[src/rtl/telas_transicao.sv]
// Screen selector with frame-synchronous fade transitions.
// Picks one of NUM_TELAS RGB sources, scales it by a brightness level and blanks outside the active area.
module telas_transicao #(
  parameter int NUM_TELAS       = 4,
  parameter int SEL_W           = 2,
  parameter int COLOR_W         = 8,
  parameter int FADE_STEPS      = 16,
  parameter int FRAMES_PER_STEP = 2,
  parameter int H_ACTIVE        = 640,
  parameter int V_ACTIVE        = 480,
  parameter int FADE_EN         = 1
) (
  input  logic                             clk,
  input  logic                             reset,
  input  logic [9:0]                       h_counter,
  input  logic [9:0]                       v_counter,
  input  logic [SEL_W-1:0]                 estado,
  input  logic [NUM_TELAS*3*COLOR_W-1:0]   rgb_telas,
  output logic [COLOR_W-1:0]               R,
  output logic [COLOR_W-1:0]               G,
  output logic [COLOR_W-1:0]               B,
  output logic [SEL_W-1:0]                 tela_atual,
  output logic                             transicao_ativa
);

  localparam int LVL_SH = $clog2(FADE_STEPS);
  localparam int LVL_W  = LVL_SH + 1;
  localparam int PROD_W = COLOR_W + LVL_SH + 1;
  localparam int CNT_W  = (FRAMES_PER_STEP > 1) ? $clog2(FRAMES_PER_STEP) : 1;

  localparam logic [LVL_W-1:0] NIVEL_MAX = LVL_W'(FADE_STEPS);
  localparam logic [LVL_W-1:0] NIVEL_UM  = LVL_W'(1);
  localparam logic [CNT_W-1:0] CNT_LAST  = CNT_W'(FRAMES_PER_STEP - 1);
  localparam logic [CNT_W-1:0] CNT_UM    = CNT_W'(1);
  localparam logic [9:0]       H_LIM     = 10'(H_ACTIVE);
  localparam logic [9:0]       V_LIM     = 10'(V_ACTIVE);
  localparam logic [SEL_W:0]   NUM_LIM   = (SEL_W+1)'(NUM_TELAS);

  typedef enum logic [1:0] {
    ESTAVEL  = 2'd0,
    FADE_OUT = 2'd1,
    FADE_IN  = 2'd2
  } fase_t;

  fase_t              fase, fase_nxt;
  logic [LVL_W-1:0]   nivel, nivel_nxt;
  logic [SEL_W-1:0]   alvo, alvo_nxt, tela_nxt;
  logic [CNT_W-1:0]   cnt, cnt_nxt;
  logic               cond, cond_d, frame_tick, step;
  logic               req_valida, req_nova;
  logic [3*COLOR_W-1:0] src;

  // The tick position may be held for several clk cycles; only its first cycle counts.
  assign cond       = (h_counter == 10'd0) && (v_counter == V_LIM);
  assign frame_tick = cond && !cond_d;
  assign step       = frame_tick && (cnt == CNT_LAST);

  assign req_valida = ({1'b0, estado} < NUM_LIM);
  assign req_nova   = req_valida && (estado != tela_atual);

  assign transicao_ativa = (fase != ESTAVEL);

  always_comb begin
    fase_nxt  = fase;
    nivel_nxt = nivel;
    alvo_nxt  = alvo;
    tela_nxt  = tela_atual;
    cnt_nxt   = cnt;
    if (frame_tick) cnt_nxt = step ? '0 : cnt + CNT_UM;
    case (fase)
      ESTAVEL: begin
        if (FADE_EN == 0) begin
          if (frame_tick && req_nova) tela_nxt = estado;
        end else if (req_nova) begin
          alvo_nxt = estado;
          fase_nxt = FADE_OUT;
          cnt_nxt  = '0;
        end
      end
      FADE_OUT: begin
        if (req_valida) alvo_nxt = estado;
        if (step) begin
          // A redirect taken right at black re-enters here at 0; clamp rather than wrap.
          if (nivel <= NIVEL_UM) begin
            nivel_nxt = '0;
            tela_nxt  = alvo_nxt;
            fase_nxt  = FADE_IN;
          end else begin
            nivel_nxt = nivel - NIVEL_UM;
          end
        end
      end
      FADE_IN: begin
        if (req_nova) begin
          alvo_nxt = estado;
          fase_nxt = FADE_OUT;
        end else if (step) begin
          nivel_nxt = nivel + NIVEL_UM;
          if (nivel_nxt == NIVEL_MAX) fase_nxt = ESTAVEL;
        end
      end
      default: fase_nxt = ESTAVEL;
    endcase
  end

  always_ff @(posedge clk) begin
    if (reset) begin
      fase       <= ESTAVEL;
      nivel      <= NIVEL_MAX;
      alvo       <= '0;
      tela_atual <= '0;
      cnt        <= '0;
      cond_d     <= 1'b0;
    end else begin
      fase       <= fase_nxt;
      nivel      <= nivel_nxt;
      alvo       <= alvo_nxt;
      tela_atual <= tela_nxt;
      cnt        <= cnt_nxt;
      cond_d     <= cond;
    end
  end

  always_comb begin
    src = '0;
    for (int i = 0; i < NUM_TELAS; i++) begin
      if (tela_atual == SEL_W'(i)) src = rgb_telas[i*3*COLOR_W +: 3*COLOR_W];
    end
  end

  function automatic logic [COLOR_W-1:0] escala(input logic [COLOR_W-1:0] c,
                                                input logic [LVL_W-1:0] n);
    logic [PROD_W-1:0] p;
    p = PROD_W'(c) * PROD_W'(n);
    return COLOR_W'(p >> LVL_SH);
  endfunction

  always_ff @(posedge clk) begin
    if (reset || h_counter >= H_LIM || v_counter >= V_LIM) begin
      R <= '0;
      G <= '0;
      B <= '0;
    end else begin
      R <= escala(src[3*COLOR_W-1 -: COLOR_W], nivel);
      G <= escala(src[2*COLOR_W-1 -: COLOR_W], nivel);
      B <= escala(src[COLOR_W-1:0], nivel);
    end
  end

endmodule

[config.mk]
export PLATFORM = sky130hd
export DESIGN_NAME = telas_transicao
export DESIGN_NICKNAME = d
export VERILOG_FILES = /design/src/rtl/telas_transicao.sv
export SDC_FILE = /design/constraint.sdc
export NUM_CORES = 1
export LEC_CHECK = 0
export CAP_MARGIN = 20
export CELL_PAD_IN_SITES_DETAIL_PLACEMENT = 1
export CELL_PAD_IN_SITES_GLOBAL_PLACEMENT = 2
export CORE_MARGIN = 3
export CORE_UTILIZATION = 32
export DETAILED_ROUTE_END_ITERATION = 12
export GPL_ROUTABILITY_DRIVEN = 0
export PLACE_DENSITY = 0.95
export SYNTH_ARGS = -nofsm -noshare
export SYNTH_HDL_FRONTEND = slang
export SYNTH_SLANG_ARGS = --single-unit
[constraint.sdc]
create_clock -name clk -period 14.1 [get_ports clk]
set_input_delay 2.82 -clock clk [delete_from_list [all_inputs] [get_ports clk]]
set_output_delay 2.82 -clock clk [all_outputs]
set_load 0.02 [all_outputs]
==> results of run 1 <==
## per-stage QoR
stage | worst slack (ps) | hold slack (ps) | total power, uW | util
after CTS | 6840 | 594 | 308 | 0.444
after detailed placement | 6540 | 580 | 189 | 0.435
after global routing | 6670 | 612 | 317 | 0.444
final | 6870 | 591 | 301 | 0.444
after floorplan | 7280 | 541 | 140 | -
after global placement | 6620 | 561 | 186 | 0.435
## synth_stat cells (8+ instances only)
| library cell | count |
|---|---|
| nor2_1 | 33 |
| fa_1 | 48 |
| o21ai_0 | 9 |
| dfxtp_1 | 35 |
| inv_1 | 74 |
| nand3_1 | 8 |
| nor3_1 | 10 |
| xor2_1 | 9 |
| a21o_1 | 12 |
| and2_1 | 75 |
| ha_1 | 58 |
| mux4_2 | 25 |
| nand2_1 | 56 |
| a21oi_1 | 24 |
| xnor2_1 | 17 |
| clkbuf_1 | 17 |
## registers in the layout, summed over array words and instances (netlist names)
name	flops
G	8
cond_d	1
cnt	1
tela_atual	2
nivel	5
R	8
fase	2
B	8
## final cells by class
type | instances | area, um2 | share of cell area
Antenna cell | 2 | 5.00 | 0.000699
Tap cell | 216 | 270 | 0.0378
Clock buffer | 6 | 129 | 0.0180
Inverter | 74 | 278 | 0.0388
Multi-Input combinational cell | 465 | 4250 | 0.594
Timing Repair Buffer | 152 | 1510 | 0.211
Sequential cell | 35 | 703 | 0.0983
Clock inverter | 2 | 12.5 | 0.00175
## worst min path at each step
stage / from / endpoint / slack, ps / cells past startpoint
CTS: cnt / cnt / 590 / 2
global route: cnt / cnt / 610 / 2
global placement: fase[0] / fase[0] / 560 / 2
floorplan: fase[0] / fase[0] / 540 / 2
finish: cnt / cnt / 590 / 2
detailed placement: cnt / cnt / 580 / 2
## worst min-delay path: cells and delay by family (launching register included)
kind | cells | cell delay [ps]
AO/OA/AOI/OAI | 1 | 130
adder cells (fa/ha/maj) | 1 | 120
flip-flops | 1 | 310
## cell families (layout without fill, tap and decap cells)
kind of cell,after synthesis,after routing,share of synthesized area
other,0,2,0
buffers and inverters,100,234,0.0737
flip-flops,35,35,0.131
adder cells (fa/ha/maj),106,106,0.315
AO/OA/AOI/OAI,83,83,0.106
AND/OR/NAND/NOR,220,220,0.215
XOR/XNOR,26,26,0.0426
multiplexers,30,30,0.115
## routing by layer
layer,vias to the layer above,track usage,share of wire
li1,2301,-,-
met1,2417,0.220,0.42
met2,110,0.330,0.52
met3,14,0.0401,0.047
met4,0,0.0470,0.014
met5,-,0,0
## power by group through the flow
| stage | Combinational (uW) | Sequential, uW | Clock [uW] |
|---|---|---|---|
| 6_report | 84.1 | 102 | 114 |
| 5_1_grt | 92.0 | 103 | 123 |
| 4_1_cts | 85.3 | 102 | 120 |
| 3_5_place_dp | 84.6 | 105 | 0 |
| 3_3_place_gp | 81.6 | 105 | 0 |
| 2_1_floorplan | 32.2 | 108 | 0 |
==> impl_metrics.json, run 1 <==
{
  "synth_cells": 600,
  "postCtsSetupRepairBufs": 0,
  "place.detailed.hpwl_um": 13600,
  "grt_usage": 0.183,
  "clkTransAtPathRegs_ps": 60,
  "rsz0062_at_grt": "false",
  "reg2reg_slack_ps": 8900,
  "rr_startpoint": "tela_atual[0]",
  "clock_sinks": 35,
  "cts_tree": "yes",
  "switchingPower_uw": 83.1,
  "boundaryPins": 147,
  "crit_family": "adder cells",
  "finalClockSkew_ps": 7.17,
  "ir_drop_uv": 38.5,
  "cts_buffers": 5,
  "period_minus_slack_ps": 7230,
  "grt_max_degree": 35,
  "yosys_register_bits": 35,
  "end_kind": "register",
  "dieArea_mm2": 0.0183,
  "synth_top_area_share": 0.180,
  "root_buffer": "clkbuf_16",
  "ys_seq_area_frac": 0.131,
  "cpMostUsedCell": "fa_1",
  "fin_nets": 959,
  "reg2regPathDepth": 14,
  "cts-resized-gates": 0,
  "stdcell_area_mm2": 0.00716,
  "drive_above_1_share": 0.0627,
  "power.static_leakage_uw": 0.00317,
  "hold_buffers": 0,
  "grt_overflow": 0,
  "arrival_ps": 7410,
  "async_reset_ff_frac": 0,
  "synthTopCellsByArea": "fa_1, ha_1, dfxtp_1",
  "worst_slew_pin_slew_ps": 1040,
  "p_clk_frac": 0.380,
  "avgViaCountPerCell": 5.09,
  "yosysTopAreaCell": "fa_1",
  "final_hold_viol_count": 0,
  "slowest_delay_ps": 550,
  "dieHeight_um": 135,
  "grt_pass1_vias": 5496,
  "worstSetupEndpoint": "B[4]",
  "syn_area_mm2": 0.00535,
  "die_width_um": 135,
  "syn2layout_area_growth_pct": 33.8,
  "drv_slew": 0,
  "cp_cell_sequence": "clkdlybuf4s50_1 -> mux4_2 -> and2_1 -> fa_1 -> fa_1 -> inv_1 -> fa_1 -> inv_1 -> ha_1 -> and3_1 -> a211oi_2 -> o31ai_4 -> a21o_1 -> a21o_1 -> mux2_1",
  "ys_warn_count": 0,
  "timing.fmax_mhz": 138,
  "required_ps": 14280,
  "pwr-share-comb": 0.280,
  "fin_cells": 952,
  "avgSynthCellArea_um2": 8.91,
  "placedCellCount": 942,
  "setup_viol": 0,
  "startpoint_type": "input port",
  "switching_share": 0.276,
  "synth_ff_type": "dfxtp_1",
  "layout_commonest_cell": "clkdlybuf4s50_1",
  "crit_buf_inv": 3,
  "hp-class": "reg2reg",
  "core_mm2": 0.0161,
  "max_slew_margin": 0.305,
  "worstSetupStartpoint": "rgb_telas[49]",
  "port_buffers": 146,
  "power_density_mw_per_mm2": 42.0,
  "antenna_found_initial": 0,
  "insertion_delay_ps": 300,
  "grt_pass1_wl_um": 26800,
  "r2r_end": "R[7]",
  "worst-path-max-fanout": 5,
  "num_rows": 46,
  "synth_edf_count": 0,
  "path_depth": 15,
  "crit_type": "in2reg",
  "htree_levels": 2,
  "drt_iter0_drc": 159,
  "finalSetupTns_ps": 0,
  "p_int_uw": 218,
  "synth_nets": 826,
  "synth.distinct_cells": 56,
  "dr.pass1.iters": 6,
  "cap_violations": 0,
  "place_area_mm2": 0.00701,
  "outcome": "completed",
  "wl_per_cell_um": 17.2,
  "pwr-share-seq": 0.340,
  "vias": 4842,
  "period_share": 0.513,
  "cp_slowest_cell": "fa_1",
  "drc": 0,
  "clk_path_buf_depth": 2,
  "ant_nets": 0,
  "fillers": 1870,
  "start_util": 0.332,
  "drt_wl_total_um": 16300,
  "final_cell_mix": "clkdlybuf4s50_1, and2_1, inv_1, ha_1, nand2_1"
}
Note: power is estimated with default switching activity, not from simulation.
==> inputs of run 2 (changes only) <==
--- a/config.mk
+++ b/config.mk
@@ -9,10 +9,10 @@
 export CELL_PAD_IN_SITES_DETAIL_PLACEMENT = 1
 export CELL_PAD_IN_SITES_GLOBAL_PLACEMENT = 2
 export CORE_MARGIN = 3
-export CORE_UTILIZATION = 32
+export CORE_UTILIZATION = 27
 export DETAILED_ROUTE_END_ITERATION = 12
 export GPL_ROUTABILITY_DRIVEN = 0
-export PLACE_DENSITY = 0.95
+export PLACE_DENSITY = 0.91
 export SYNTH_ARGS = -nofsm -noshare
 export SYNTH_HDL_FRONTEND = slang
 export SYNTH_SLANG_ARGS = --single-unit
==> constraint.sdc (replaced) <==
create_clock -name clk -period 6.1 [get_ports clk]
set_input_delay 1.22 -clock clk [delete_from_list [all_inputs] [get_ports clk]]
set_output_delay 1.22 -clock clk [all_outputs]
set_load 0.02 [all_outputs]
==> impl_metrics.json, run 2 (synthesis results as in run 1) <==
{
  "clock_sinks": 35,
  "place.detailed.hpwl_um": 13500,
  "core_mm2": 0.0191,
  "whs_path_depth": 2,
  "antenna_cells": 0,
  "port_buffers": 146,
  "setup_viol": 0,
  "clkTransAtPathRegs_ps": 60,
  "worstSetupStartpoint": "rgb_telas[73]",
  "pre_cts_slack_ps": 211,
  "ant_nets": 0,
  "die_width_um": 147,
  "postCtsSetupRepairBufs": 0,
  "period_share": 0.912,
  "grt_pass1_wl_um": 26500,
  "fin_nets": 961,
  "start_util": 0.280,
  "dieHeight_um": 147,
  "timing.fmax_mhz": 180,
  "arrival_ps": 5740,
  "p_clk_frac": 0.385,
  "crit_type": "in2reg",
  "insertion_delay_ps": 290,
  "drt_wl_total_um": 16300,
  "setup_slack_ps": 536,
  "grt_max_degree": 28,
  "p_int_uw": 512,
  "largestRegisters": "B: 8 flops, G: 8 flops, R: 8 flops",
  "outcome": "completed",
  "avgViaCountPerCell": 4.79,
  "required_ps": 6280,
  "cts_buffers": 5,
  "finalClockSkew_ps": 8.91,
  "hold_buffers": 0,
  "max_slew_margin": 0.510,
  "worst_slew_pin_slew_ps": 733,
  "period_minus_slack_ps": 5560,
  "num_rows": 50,
  "drt_iter0_drc": 141,
  "switchingPower_uw": 188,
  "end_kind": "register",
  "cp_cell_sequence": "clkdlybuf4s50_1 -> mux4_2 -> and2_1 -> fa_1 -> fa_1 -> inv_1 -> fa_1 -> inv_1 -> ha_1 -> and3_1 -> a211oi_2 -> o31ai_4 -> a21o_1 -> a21o_1 -> mux2_1",
  "drc": 0,
  "final_cell_mix": "clkdlybuf4s50_1, and2_1, inv_1, ha_1, nand2_1",
  "min_from": "nivel[0]",
  "boundaryPins": 147,
  "power_density_mw_per_mm2": 96.8,
  "antenna_found_initial": 0,
  "htree_levels": 2,
  "layout_commonest_cell": "clkdlybuf4s50_1",
  "cpMostUsedCell": "fa_1",
  "pwr-share-seq": 0.338,
  "cts-resized-gates": 0,
  "vias": 4764,
  "switching_share": 0.268,
  "rsz0062_at_grt": "false",
  "dr.pass1.iters": 4,
  "root_buffer": "clkbuf_16",
  "cp_slowest_cell": "fa_1",
  "hp-class": "reg2reg",
  "grt_usage": 0.152,
  "cts_tree": "yes",
  "clk_path_buf_depth": 2,
  "startpoint_type": "input port",
  "slowest_delay_ps": 540,
  "drive_above_1_share": 0.0653,
  "reg2regPathDepth": 14,
  "finalSetupTns_ps": 0,
  "syn2layout_area_growth_pct": 35.1,
  "cap_violations": 0,
  "final_hold_viol_count": 0,
  "rr_startpoint": "tela_atual[0]",
  "wl_per_cell_um": 16.4,
  "pwr-share-comb": 0.276,
  "ir_drop_uv": 76.2,
  "dieArea_mm2": 0.0215,
  "worst-path-max-fanout": 5,
  "grt_pass1_vias": 5103,
  "drv_slew": 0,
  "power.static_leakage_uw": 0.00319,
  "grt_overflow": 0
}
==> run 2: cell count changes in the layout (fill, tap and decap cells not counted) <==
cell / delta
buf_4: +2
clkbuf_1: -1
clkbuf_8: +1
clkinvlp_4: -1
diode_2: -2
==> run 2: final timing paths <==
| check | endpoint | slack, ps |
|---|---|---|
| setup / recovery | B[4] | 540 |
| hold / removal | nivel[0] | 530 |
| setup reg to reg | R[7] | 960 |
| hold reg to reg | nivel[0] | 530 |
==> run 2: layer usage <==
| layer | vias up | GRT usage | share of wire |
|---|---|---|---|
| li1 | 2300 | - | - |
| met1 | 2351 | 0.199 | 0.46 |
| met2 | 99 | 0.260 | 0.48 |
| met3 | 14 | 0.0318 | 0.042 |
| met4 | 0 | 0.0310 | 0.014 |
| met5 | - | 0 | 0 |
==> run 2: cell type report <==
cell class,instances,area [um2]
Clock buffer,6,139
Clock inverter,1,5.00
Fill cell,2253,11900
Inverter,74,278
Multi-Input combinational cell,465,4250
Sequential cell,35,703
Tap cell,260,325
Timing Repair Buffer,154,1520
==> run 2: critical path: cells and delay by family <==
kind,cells,cell delay (ps)
buffers and inverters,3,520
muxes,2,820
adders and majority gates,4,1960
AOI/OAI and AO/OA,4,810
and+or+nand+nor,2,410
==> run 2: per-stage QoR <==
stage	instances	hold WS (ps)	instance area [um2]	util	total power (uW)
CTS	995	532	7220	0.379	716
global placement	988	497	7080	0.371	432
detailed placement	988	521	7080	0.371	437
finish	995	530	7220	0.379	699
global route	995	559	7220	0.379	744
floorplan	600	541	5350	-	323
==> run 2: power groups by stage <==
| stage | sequential (uW) | clock, uW | combinational [uW] |
|---|---|---|---|
| after floorplan | 248 | 0 | 74.5 |
| after CTS | 237 | 283 | 196 |
| after global routing | 237 | 295 | 212 |
| after global placement | 242 | 0 | 191 |
| final | 237 | 269 | 193 |
| after detailed placement | 242 | 0 | 195 |
